$ cat config.mk
export PLATFORM = sky130hd
export DESIGN_NAME = dm_store_buffer
export DESIGN_NICKNAME = d
export VERILOG_FILES = /design/src/rtl/dm_store_buffer.sv
export SDC_FILE = /design/constraint.sdc
export NUM_CORES = 1
export LEC_CHECK = 0
export CAP_MARGIN = 20
export CORE_UTILIZATION = 42
export DETAILED_ROUTE_END_ITERATION = 7
export PLACE_DENSITY = 0.69
export SLEW_MARGIN = 20
export SYNTH_ARGS = -nofsm -noshare
export SYNTH_HDL_FRONTEND = slang
export SYNTH_SLANG_ARGS = --single-unit
$ cat constraint.sdc
create_clock -name CLK -period 6.65 [get_ports CLK]
set_input_delay 1.33 -clock CLK [delete_from_list [all_inputs] [get_ports CLK]]
set_output_delay 1.33 -clock CLK [all_outputs]
set_load 0.05 [all_outputs]
$ cat src/rtl/dm_store_buffer.sv
// In-order store buffer in front of a single-port data memory.
// Optional: define STBUF_COALESCE_EN to merge stores to a queued address.
module dm_store_buffer #(
    parameter int DEPTH  = 4,
    parameter int ADDR_W = 32,
    parameter int DATA_W = 32
) (
    input  logic                       CLK,
    input  logic                       RST_N,
    input  logic                       LD_REQ,
    input  logic                       ST_REQ,
    input  logic [ADDR_W-1:0]          REQ_ADDR,
    input  logic [DATA_W-1:0]          REQ_WDATA,
    input  logic                       FLUSH,
    output logic                       REQ_STALL,
    output logic                       LD_VALID,
    output logic [DATA_W-1:0]          LD_DATA,
    output logic                       EMPTY,
    output logic [$clog2(DEPTH+1)-1:0] COUNT,
    output logic                       DM_READ,
    output logic                       DM_WRT,
    output logic [ADDR_W-1:0]          DM_ADDR,
    output logic [DATA_W-1:0]          DM_DIN,
    input  logic [DATA_W-1:0]          DM_DOUT
);

    localparam int PW = $clog2(DEPTH);
    localparam int CW = $clog2(DEPTH + 1);

    logic [ADDR_W-1:0] addr_q [DEPTH];
    logic [DATA_W-1:0] data_q [DEPTH];
    logic [PW-1:0]     head_q, tail_q;
    logic [CW-1:0]     count_q;

    logic              full, match;
    logic [PW-1:0]     match_idx, idx;
    logic [DATA_W-1:0] match_data;
    logic              ld, idle, ld_hit, ld_go, ld_stall;
    logic              st_acc, co_acc, push, drain;

    assign full = (count_q == CW'(DEPTH));

    // Scan oldest to youngest so the last match seen is the youngest.
    always_comb begin
        match      = 1'b0;
        match_idx  = '0;
        match_data = '0;
        idx        = '0;
        for (int k = 0; k < DEPTH; k++) begin
            idx = head_q + PW'(k);
            if (CW'(k) < count_q && addr_q[idx] == REQ_ADDR) begin
                match      = 1'b1;
                match_idx  = idx;
                match_data = data_q[idx];
            end
        end
    end

    assign ld       = LD_REQ && !ST_REQ;
    assign idle     = !LD_REQ && !ST_REQ;
    assign ld_hit   = ld && match;
    assign ld_go    = ld && !match && !full && !FLUSH;
    assign ld_stall = ld && !match && (full || FLUSH);

`ifdef STBUF_COALESCE_EN
    assign co_acc = ST_REQ && match && !FLUSH;
    assign st_acc = ST_REQ && !FLUSH && (!full || match);
`else
    assign co_acc = 1'b0;
    assign st_acc = ST_REQ && !full && !FLUSH;
`endif

    assign push = st_acc && !co_acc;

    // Never pop in the cycle a store merges, or the merge could land
    // in the entry that is leaving.
    assign drain = RST_N && (count_q != '0) && !ld_go && !co_acc
                   && (idle || full || FLUSH);

    assign DM_READ   = RST_N && ld_go;
    assign DM_WRT    = drain;
    assign LD_VALID  = RST_N && (ld_hit || ld_go);
    assign REQ_STALL = RST_N && (ld_stall || (ST_REQ && !st_acc));
    assign EMPTY     = (count_q == '0);
    assign COUNT     = count_q;

    always_comb begin
        DM_ADDR = '0;
        DM_DIN  = '0;
        LD_DATA = '0;
        if (DM_READ) begin
            DM_ADDR = REQ_ADDR;
        end else if (DM_WRT) begin
            DM_ADDR = addr_q[head_q];
            DM_DIN  = data_q[head_q];
        end
        if (LD_VALID)
            LD_DATA = ld_hit ? match_data : DM_DOUT;
    end

    always_ff @(posedge CLK) begin
        if (!RST_N) begin
            head_q  <= '0;
            tail_q  <= '0;
            count_q <= '0;
        end else begin
            if (push) begin
                addr_q[tail_q] <= REQ_ADDR;
                data_q[tail_q] <= REQ_WDATA;
                tail_q         <= tail_q + 1'b1;
            end
            if (co_acc)
                data_q[match_idx] <= REQ_WDATA;
            if (drain)
                head_q <= head_q + 1'b1;
            count_q <= count_q + CW'(push) - CW'(drain);
        end
    end

endmodule

==> results of run 1 <==
[cell families (layout without fill, tap and decap cells)]
logic type	count (synthesis)	after routing
xor+xnor	101	101
buf+inv	190	398
simple gates	266	266
other cells	0	2
fa+ha+maj	9	9
mux	310	310
flops	265	265
compound gates	282	282
[power breakdown]
group	leakage (nW)	total, W	switching [W]	internal (W)
clock network	0.470	0.00158	0.000684	0.000897
registers	2.39	0.00201	0.000122	0.00189
logic	4.55	0.00276	0.00153	0.00123
total	7.41	0.00636	0.00234	0.00402
[metrics by stage]
step           utilization (%)  cells  area [um^2]
6_report                 51.29   2233        23380
5_1_grt                  51.28   2232        23370
4_1_cts                  51.18   2230        23320
3_5_place_dp             49.12   2176        22390
3_3_place_gp             49.10   2175        22380
2_1_floorplan                -   1423        19470
[layout by cell type (no fill, tap or decap), types with 22 or more instances in the layout]
cell type,netlist,layout
edfxtp_1,256,256
mux4_2,170,170
clkdlybuf4s50_1,0,136
buf_4,5,117
mux2i_1,93,93
xnor2_1,75,75
nand2_1,58,58
inv_1,45,45
and2_1,44,43
buf_12,9,43
clkbuf_16,0,31
a22oi_1,26,26
a21oi_1,26,26
xor2_1,25,25
o21ai_0,24,24
nand2b_1,23,23
nand3_1,23,23
a31oi_1,22,22
a22o_1,22,22
[repair_timing]
action,in CTS,in global routing
endpoints found under the setup margin,0,51
hold buffers,0,0
buffers inserted,0,1
resized for setup,0,7
endpoints found under the hold margin,0,0
[registers in the layout, indices dropped and copies added, names as in the netlist, named ones only]
name	count
data_q	128
tail_q	2
addr_q	128
head_q	2
COUNT	3
[area by class of cell]
| class | instances | share of cell area, % |
|---|---|---|
| clock buffers | 41 | 3.650 |
| inverters | 46 | 0.7440 |
| diodes | 2 | 0.02141 |
| repair buffers | 298 | 13.37 |
| clock inverters | 13 | 0.3640 |
| multi-input cells | 968 | 44.92 |
| well taps | 600 | 3.211 |
| flip-flops and latches | 265 | 33.72 |
[path summary, 6_finish.rpt]
check | slack (ps) | from | depth (start not counted) | to
hold reg to reg | 590 | tail_q[1] | 2 | tail_q[1]
setup reg to reg | 3150 | COUNT[1] | 14 | COUNT[2]
hold / removal | 590 | tail_q[1] | 2 | tail_q[1]
setup / recovery | -70 | head_q[0] | 11 | LD_DATA[29]
[worst min-delay path, cell delays in order, from the launching register on]
cell and delay (ps):
dfxtp_1 340, mux2i_1 140, nor2b_1 60
[layer usage]
layer	GRT usage, %	vias up
met2	42.22	705
met1	37.42	7504
met3	3.857	108
met4	8.803	2
met5	0	-
li1	-	6204
==> results_dict.tcl, run 1 <==
set metrics [dict create \
    track_usage_pct 26.58 \
    critPathMaxFanout 19 \
    portBuffers 204 \
    yosysTopAreaCell "edfxtp_1" \
    cp_slowest_cell "mux2i_1" \
    synth_area_leaders "edfxtp_1 (39%), mux4_2 (20%), mux2i_1 (4.8%)" \
    finalWirelength_um 63370 \
    antenna_left 0 \
    synth_compound_area_share_pct 10.99 \
    cts_htree_levels 1 \
    path_class "reg -> out" \
    p_total_w 0.006356 \
    period_needed_ps 6722 \
    synth-simple-area-share_pct 8.147 \
    vias 14523 \
    synth_cell_types 96 \
    ys_warn_count 0 \
    critPathTopFamily "compound AO/OA/AOI/OAI gates" \
    critical_path.endpoint_type "primary output" \
    setup_viol 1 \
    antenna_found_initial 2 \
    muxShareOfSynthArea_pct 29.29 \
    hold_class "reg -> reg" \
    synth_top_family_by_area "multiplexers" \
    rsz0062_at_grt "yes" \
    drive_gt1_share_pct 26.85 \
    synth_fa_ha_area_share_pct 0.6168 \
    crit_path_start_kind "flop" \
    cts_root_buffer "clkbuf_16" \
    synth_enable_flop_cells 256 \
    outcome "complete, but fails checks" \
    tightest_slew_ps 985.7 \
    die_x_um 217.3 \
    drv_cap 0 \
    leakage_nw 7.412 \
    gp_congestion 1.024 \
    synthXorXnorAreaFrac_pct 4.581 \
    violations "setup timing" \
    yosysMostFrequentCell "edfxtp_1" \
    arrival_ps 5390 \
    post-place-ws_ps 75.34 \
    highest_layer "met5" \
    synth_top_cell_area_share_pct 39.48 \
    grt_remaining_overflow 0 \
    synthCells 1423 \
    via_per_inst 6.504 \
    route.met2.wl_um 29860 \
    routedWlPerCell_um 28.38 \
    core.rowCount 78 \
    drt_pass1_iterations 6 \
    drt_iter0_markers 1540 \
    core_um2 45580 \
    slew_headroom_pct 34.29 \
    wl_met1_um 26460 \
    ir_worst_vdd_v 0.0002605 \
    fillers 3826 \
    drc 0 \
    async_reset_ff_share_pct 0 \
    multiInputGateArea_um2 10500 \
    synthTopCellsByCount "edfxtp_1 (256), mux4_2 (170), mux2i_1 (93)" \
    yosysSeqAreaShare_pct 40.40 \
    die-height_um 217.3 \
    cts_made_buffers 29 \
    crit_path_max_incr_delay_ps 640 \
    crit_required_ps 5320 \
    dp_hpwl_um 44630 \
    cts_sinks 265 \
    dieArea_um2 47230 \
    clk_pin_slew_ps 60 \
    met3WireLength_um 4875 \
    finalClockSkew_ps 12.00 \
    worst_hold_slack_ps 591.1 \
    worst_slack_ps -71.62 \
    cts_tree "yes" \
    avgSynthCellArea_um2 13.68 \
    hold_viol 0 \
    totalNegativeSetupSlack_ps -71.62 \
    ys.flop_type "edfxtp_1" \
    p_per_area_nw_per_um2 271.9 \
    ioPinCount 205 \
    netlist_area_um2 19470 \
    ys_ff_latch 265 \
    initial_core_util_pct 42.73 \
    grt_pass1_wl_um 93640 \
    syn2layout_area_growth_pct 20.04 \
    worstPathCellList "mux2i_1 -> o22ai_1 -> o41a_1 -> or4b_1 -> or4_4 -> or2_1 -> buf_4 -> o311ai_1 -> o211ai_1 -> a21oi_1 -> buf_12" \
    fin_nets 1718 \
    max-clock-path-buffers 3 \
    fmax_mhz 148.8 \
    seq_area_um2 7883 \
    syn-num-nets 1533 \
    clock_latency_ps 580 \
    grt_max_degree 64 \
    maxSlewViolCount 0 \
    path_buf_inv 2 \
    timing.final.crit_share_pct 101.1 \
    grt_pass1_vias 14409 \
]
Note: power is estimated with default switching activity, not from simulation.
==> run 2, diff against run 1 <==
--- a/config.mk
+++ b/config.mk
@@ -7,8 +7,9 @@
 export LEC_CHECK = 0
 export CAP_MARGIN = 20
 export CORE_UTILIZATION = 42
+export CTS_CLUSTER_DIAMETER = 150
 export DETAILED_ROUTE_END_ITERATION = 7
-export PLACE_DENSITY = 0.69
+export PLACE_DENSITY_LB_ADDON = 0.12
 export SLEW_MARGIN = 20
 export SYNTH_ARGS = -nofsm -noshare
 export SYNTH_HDL_FRONTEND = slang
==> run 2 against run 1 <==
Compared with the run above:
- the run now ends clean
- worst hold slack hardly changed
- first-iteration DRC count shrank 8.4%
- sequential cell count did not move
- critical endpoint is now LD_DATA[30]
==> results_dict.tcl, run 2 (synthesis gave the netlist of run 1 again) <==
set metrics [dict create \
    outcome "finished clean" \
    pwr-share-comb_pct 42.9 \
    period_needed_ps 6487 \
    hold_class "reg -> reg" \
    reg2reg_slack_ps 2860 \
    core_um2 45580 \
    max-clock-path-buffers 3 \
    grt_max_degree 49 \
    min_path_cells 2 \
    p_sw_w 0.002328 \
    die_x_um 217.3 \
    die-height_um 217.3 \
    setup_viol 0 \
    via_per_inst 6.385 \
    highest_layer "met5" \
    initial_core_util_pct 42.73 \
    layout_common_cells "edfxtp_1 (256), mux4_2 (170), clkdlybuf4s50_1 (137)" \
    fmax_mhz 154.1 \
    worst_hold_slack_ps 591.5 \
    antenna_left 0 \
    switching_share_pct 36.20 \
    core.rowCount 78 \
    rsz0062_at_grt "no" \
    grt_pass1_vias 14152 \
    cts_root_buffer "clkbuf_16" \
    maxSlewViolCount 0 \
    slew_headroom_pct 36.36 \
    p_total_w 0.006432 \
    cts_tree "yes" \
    p_clk_share_pct 26.1 \
    critical_path.endpoint_type "primary output" \
    grt_pass1_wl_um 92260 \
    critPathMaxFanout 32 \
    ioPinCount 205 \
    cts_htree_levels 1 \
    tightest_slew_ps 954.7 \
    post-place-ws_ps 153.0 \
    leakage_nw 7.371 \
    wl_met1_um 27120 \
    multiInputGateArea_um2 10500 \
    drv_cap 0 \
    reg2reg_depth 15 \
    routedWlPerCell_um 28.01 \
    cts_made_buffers 30 \
    drc 0 \
    clk_pin_slew_ps 60 \
    finalClockSkew_ps 16.49 \
    totalNegativeSetupSlack_ps 0 \
    hold_end "tail_q[1]" \
    worst_slack_ps 162.5 \
    dp_hpwl_um 43470 \
    vias 14232 \
    drt_iter0_markers 1410 \
    finalWirelength_um 62440 \
    holdBufCountCts 0 \
    cts_sinks 265 \
    hp-start "tail_q[1]" \
    syn2layout_area_growth_pct 19.98 \
    r2r_end "COUNT[2]" \
    drive_gt1_share_pct 26.46 \
    ir_worst_vdd_v 0.0002091 \
    portBuffers 204 \
    fin_nets 1712 \
    track_usage_pct 26.28 \
    clock_latency_ps 590 \
    r2r-start "COUNT[1]" \
    intPower_w 0.004104 \
    timing.final.crit_share_pct 97.56 \
    antenna_found_initial 5 \
    crit_path_start_kind "input pin" \
    seq_area_um2 7883 \
    dieArea_um2 47230 \
    gp_congestion 0.9472 \
    route.met2.wl_um 29290 \
    pwr-share-seq_pct 31.0 \
    final_common_cell "edfxtp_1" \
    p_per_area_nw_per_um2 275.3 \
    path_class "in -> out" \
    fillers 3869 \
    hold_viol 0 \
    grt_remaining_overflow 0 \
    drt_pass1_iterations 6 \
    crit_required_ps 5320 \
    met3WireLength_um 4360 \
    arrival_ps 5160 \
]
run 2: cell count changes in the layout (fill, tap and decap cells not counted), moves of 3 or more:
cell	before	now
clkinv_1	2	5
clkbuf_1	6	3
clkinvlp_4	0	5
clkbuf_8	4	0
bufinv_16	0	4
buf_4	117	112
run 2: area by class of cell:
cell class / instances / share of cell area, %
multi-input cells: 968 / 44.92
diodes: 4 / 0.04284
repair buffers: 291 / 13.04
flip-flops and latches: 265 / 33.74
clock inverters: 22 / 1.034
well taps: 600 / 3.213
inverters: 46 / 0.7444
clock buffers: 33 / 3.261
run 2: critical path, cell delays in order:
cell and delay (ps):
clkdlybuf4s50_1 590, xnor2_1 220, o41a_1 460, or4b_1 540, or4_4 580, nor2_4 230, o31a_4 330, buf_12 220
o21bai_1 90, a31oi_1 330, buf_12 190
run 2: how the worst max path moves through the flow:
| stage | end | from | slack, ps |
|---|---|---|---|
| 4_1_cts | LD_DATA[30] | REQ_ADDR[18] | 100 |
| 3_3_place_gp | DM_ADDR[4] | REQ_ADDR[18] | 30 |
| 5_1_grt | LD_DATA[30] | REQ_ADDR[4] | 10 |
| 2_1_floorplan | LD_DATA[23] | REQ_ADDR[4] | 440 |
| 3_5_place_dp | LD_DATA[30] | REQ_ADDR[18] | 150 |
| 6_report | LD_DATA[30] | REQ_ADDR[4] | 160 |
run 2: routing by layer:
layer,track usage (%),vias to the layer above
li1,-,6212
met1,37.56,7365
met2,41.44,565
met3,4.389,88
met4,7.019,2
met5,0,-
run 2: through the flow:
step / instances / cell area, um^2 / utilization [%]
final: 2229 / 23360 / 51.27
after global routing: 2228 / 23360 / 51.26
after CTS: 2224 / 23320 / 51.17
after detailed placement: 2168 / 22300 / 48.93
after global placement: 2168 / 22300 / 48.93
after floorplan: 1423 / 19470 / -
run 2: power by group through the flow:
stage | logic, W | registers [W] | clock network, W
2_1_floorplan | 0.00206 | 0.00198 | 0
3_3_place_gp | 0.00269 | 0.00206 | 0
3_5_place_dp | 0.00269 | 0.00206 | 0
4_1_cts | 0.00273 | 0.00201 | 0.00170
5_1_grt | 0.00291 | 0.00201 | 0.00177
6_report | 0.00276 | 0.00200 | 0.00168
run 2: what timing repair did:
action / in CTS / in global routing
setup endpoints to repair: 3 / 23
resized for setup: 0 / 3
pin swaps: 0 / 0
buffers inserted: 1 / 1
hold endpoints to repair: 0 / 0
==> run 3, diff against run 2 <==
--- a/config.mk
+++ b/config.mk
@@ -7,7 +7,7 @@
 export LEC_CHECK = 0
 export CAP_MARGIN = 20
 export CORE_UTILIZATION = 42
-export CTS_CLUSTER_DIAMETER = 150
+export CTS_CLUSTER_DIAMETER = 50
 export DETAILED_ROUTE_END_ITERATION = 7
 export PLACE_DENSITY_LB_ADDON = 0.12
 export SLEW_MARGIN = 20
==> run 3 against run 2 <==
Compared with the run above:
- non-clock buffer count down 1
- utilization up 0.54 points
- critical path type unchanged
- highest routed layer is now met4
- fmax up 0.16%
- clock skew down 1.1 ps
- worst setup slack better by 10 ps
- combinational power about the same
- die area unchanged
- clock power up 20%
==> results_dict.tcl, run 3 (synthesis gave the netlist of run 1 again) <==
set metrics [dict create \
    totalNegativeSetupSlack_ps 0 \
    critical_path.endpoint_type "primary output" \
    p_per_area_nw_per_um2 285.8 \
    fin_nets 1722 \
    hold_class "reg -> reg" \
    crit_start "REQ_ADDR[9]" \
    worstPathCellList "clkdlybuf4s50_1 -> buf_4 -> o32ai_1 -> or4_1 -> nor4_2 -> nand4_1 -> o21ai_1 -> o31a_4 -> buf_12 -> o21bai_1 -> a31oi_1 -> buf_12" \
    cp_slowest_cell "clkdlybuf4s50_1" \
    initial_core_util_pct 42.73 \
    period_needed_ps 6477 \
    drv_cap 0 \
    path_buf_inv 4 \
    routedWlPerCell_um 27.83 \
    timing.final.crit_share_pct 97.40 \
    min_path_cells 2 \
    post-place-ws_ps 153.0 \
    rsz0062_at_grt "no" \
    drive_gt1_share_pct 27.27 \
    fillers 3856 \
    reg2reg_depth 15 \
    cts_made_buffers 41 \
    via_per_inst 6.399 \
    leakage_nw 7.513 \
    arrival_ps 5150 \
    worst_slack_ps 173.0 \
    fmax_mhz 154.4 \
    clock_latency_ps 560 \
    hold_end "tail_q[1]" \
    r2r-start "COUNT[1]" \
    crit_path_max_incr_delay_ps 750 \
    dieArea_um2 47230 \
    hp-start "tail_q[1]" \
    path_class "in -> out" \
    critPathTopFamily "buffers and inverters" \
    ir_worst_vdd_v 0.0002098 \
    die_x_um 217.3 \
    grt_pass1_vias 14279 \
    layout_common_cells "edfxtp_1 (256), mux4_2 (170), clkdlybuf4s50_1 (137)" \
    critPathMaxFanout 32 \
    dp_hpwl_um 43470 \
    outcome "finished clean" \
    core_um2 45580 \
    clk_pin_slew_ps 60 \
    crit_required_ps 5320 \
    maxSlewViolCount 0 \
    seq_area_um2 7883 \
    drt_iter0_markers 1526 \
    syn2layout_area_growth_pct 21.25 \
    tightest_slew_ps 955.1 \
    cts_htree_levels 2 \
    antenna_left 0 \
    slew_headroom_pct 36.33 \
    cts_root_buffer "clkbuf_16" \
    track_usage_pct 26.68 \
    cts_tree "yes" \
    gp_congestion 0.9472 \
    finalClockSkew_ps 15.42 \
    grt_pass1_wl_um 93360 \
    multiInputGateArea_um2 10500 \
    reg2reg_slack_ps 2840 \
    drc 0 \
    core.rowCount 78 \
    portBuffers 204 \
    vias 14365 \
    cts_sinks 265 \
    crit_path_start_kind "input pin" \
    grt_max_degree 49 \
    fin_util_pct 51.81 \
    hold_viol 0 \
    max-clock-path-buffers 3 \
    r2r_end "COUNT[2]" \
    grt_remaining_overflow 0 \
    antenna_found_initial 2 \
    setup_viol 0 \
    finalWirelength_um 62480 \
    crit_top_cell "buf_12" \
    drt_pass1_iterations 5 \
    die-height_um 217.3 \
    final_common_cell "edfxtp_1" \
    ioPinCount 205 \
]
==> run 3: changes by cell type in the layout (fill, tap and decap cells not counted), moves of 2 or more <==
cell	change
clkinv_4	+3
diode_2	-2
inv_6	+8
clkbuf_16	+13
clkinvlp_4	-2
bufinv_16	-4
==> run 3: per-layer routing <==
layer / global-route usage [%] / wire [um] / up-vias
li1: - / - / 6242
met2: 42.20 / 29480 / 606
met5: 0 / 0 / -
met4: 7.817 / 1501 / 0
met3: 3.662 / 3832 / 89
met1: 38.26 / 27670 / 7428
==> run 3: layout make-up <==
cell class	count	share of cell area (%)
repair buffers	290	12.82
flip-flops and latches	265	33.38
clock buffers	46	4.605
well taps	600	3.179
clock inverters	28	0.8001
inverters	46	0.7365
multi-input cells	968	44.45
diodes	2	0.02120
==> run 3: how the worst max path moves through the flow <==
| stage | end | slack (ps) | depth (start not counted) |
|---|---|---|---|
| 2_1_floorplan | LD_DATA[23] | 440 | 11 |
| 3_3_place_gp | DM_ADDR[4] | 30 | 12 |
| 3_5_place_dp | LD_DATA[30] | 150 | 11 |
| 4_1_cts | LD_DATA[30] | 30 | 11 |
| 5_1_grt | LD_DATA[30] | 20 | 11 |
| 6_report | LD_DATA[30] | 170 | 12 |
==> run 3: power by group <==
part	internal [W]	total, W	switching (W)
sequential	0.00189	0.00201	0.000118
clock	0.00119	0.00201	0.000817
combinational	0.00122	0.00273	0.00151
==> run 3: stage by stage <==
stage / area [um^2] / cells / hold slack (ps) / total power (W)
floorplan: 19470 / 1423 / 527.8 / 0.004043
global placement: 22300 / 2168 / 563.4 / 0.004744
detailed placement: 22300 / 2168 / 583.8 / 0.004752
CTS: 23590 / 2243 / 593.6 / 0.006781
global route: 23610 / 2245 / 623.2 / 0.007013
finish: 23610 / 2245 / 583.5 / 0.006747
==> run 3: worst min-delay path, cell delays in order (launching register included) <==
cell,delay (ps)
dfxtp_1,340
mux2i_1,140
nor2b_1,60
==> run 3: timing repair <==
action / 4_1_cts / 5_1_grt
pin swaps: 0 / 0
cloned: 0 / 0
gates resized for setup: 0 / 3
hold buffers: 0 / 0
setup buffers: 1 / 0
endpoints found under the setup margin: 24 / 45
hold endpoints to repair: 0 / 0
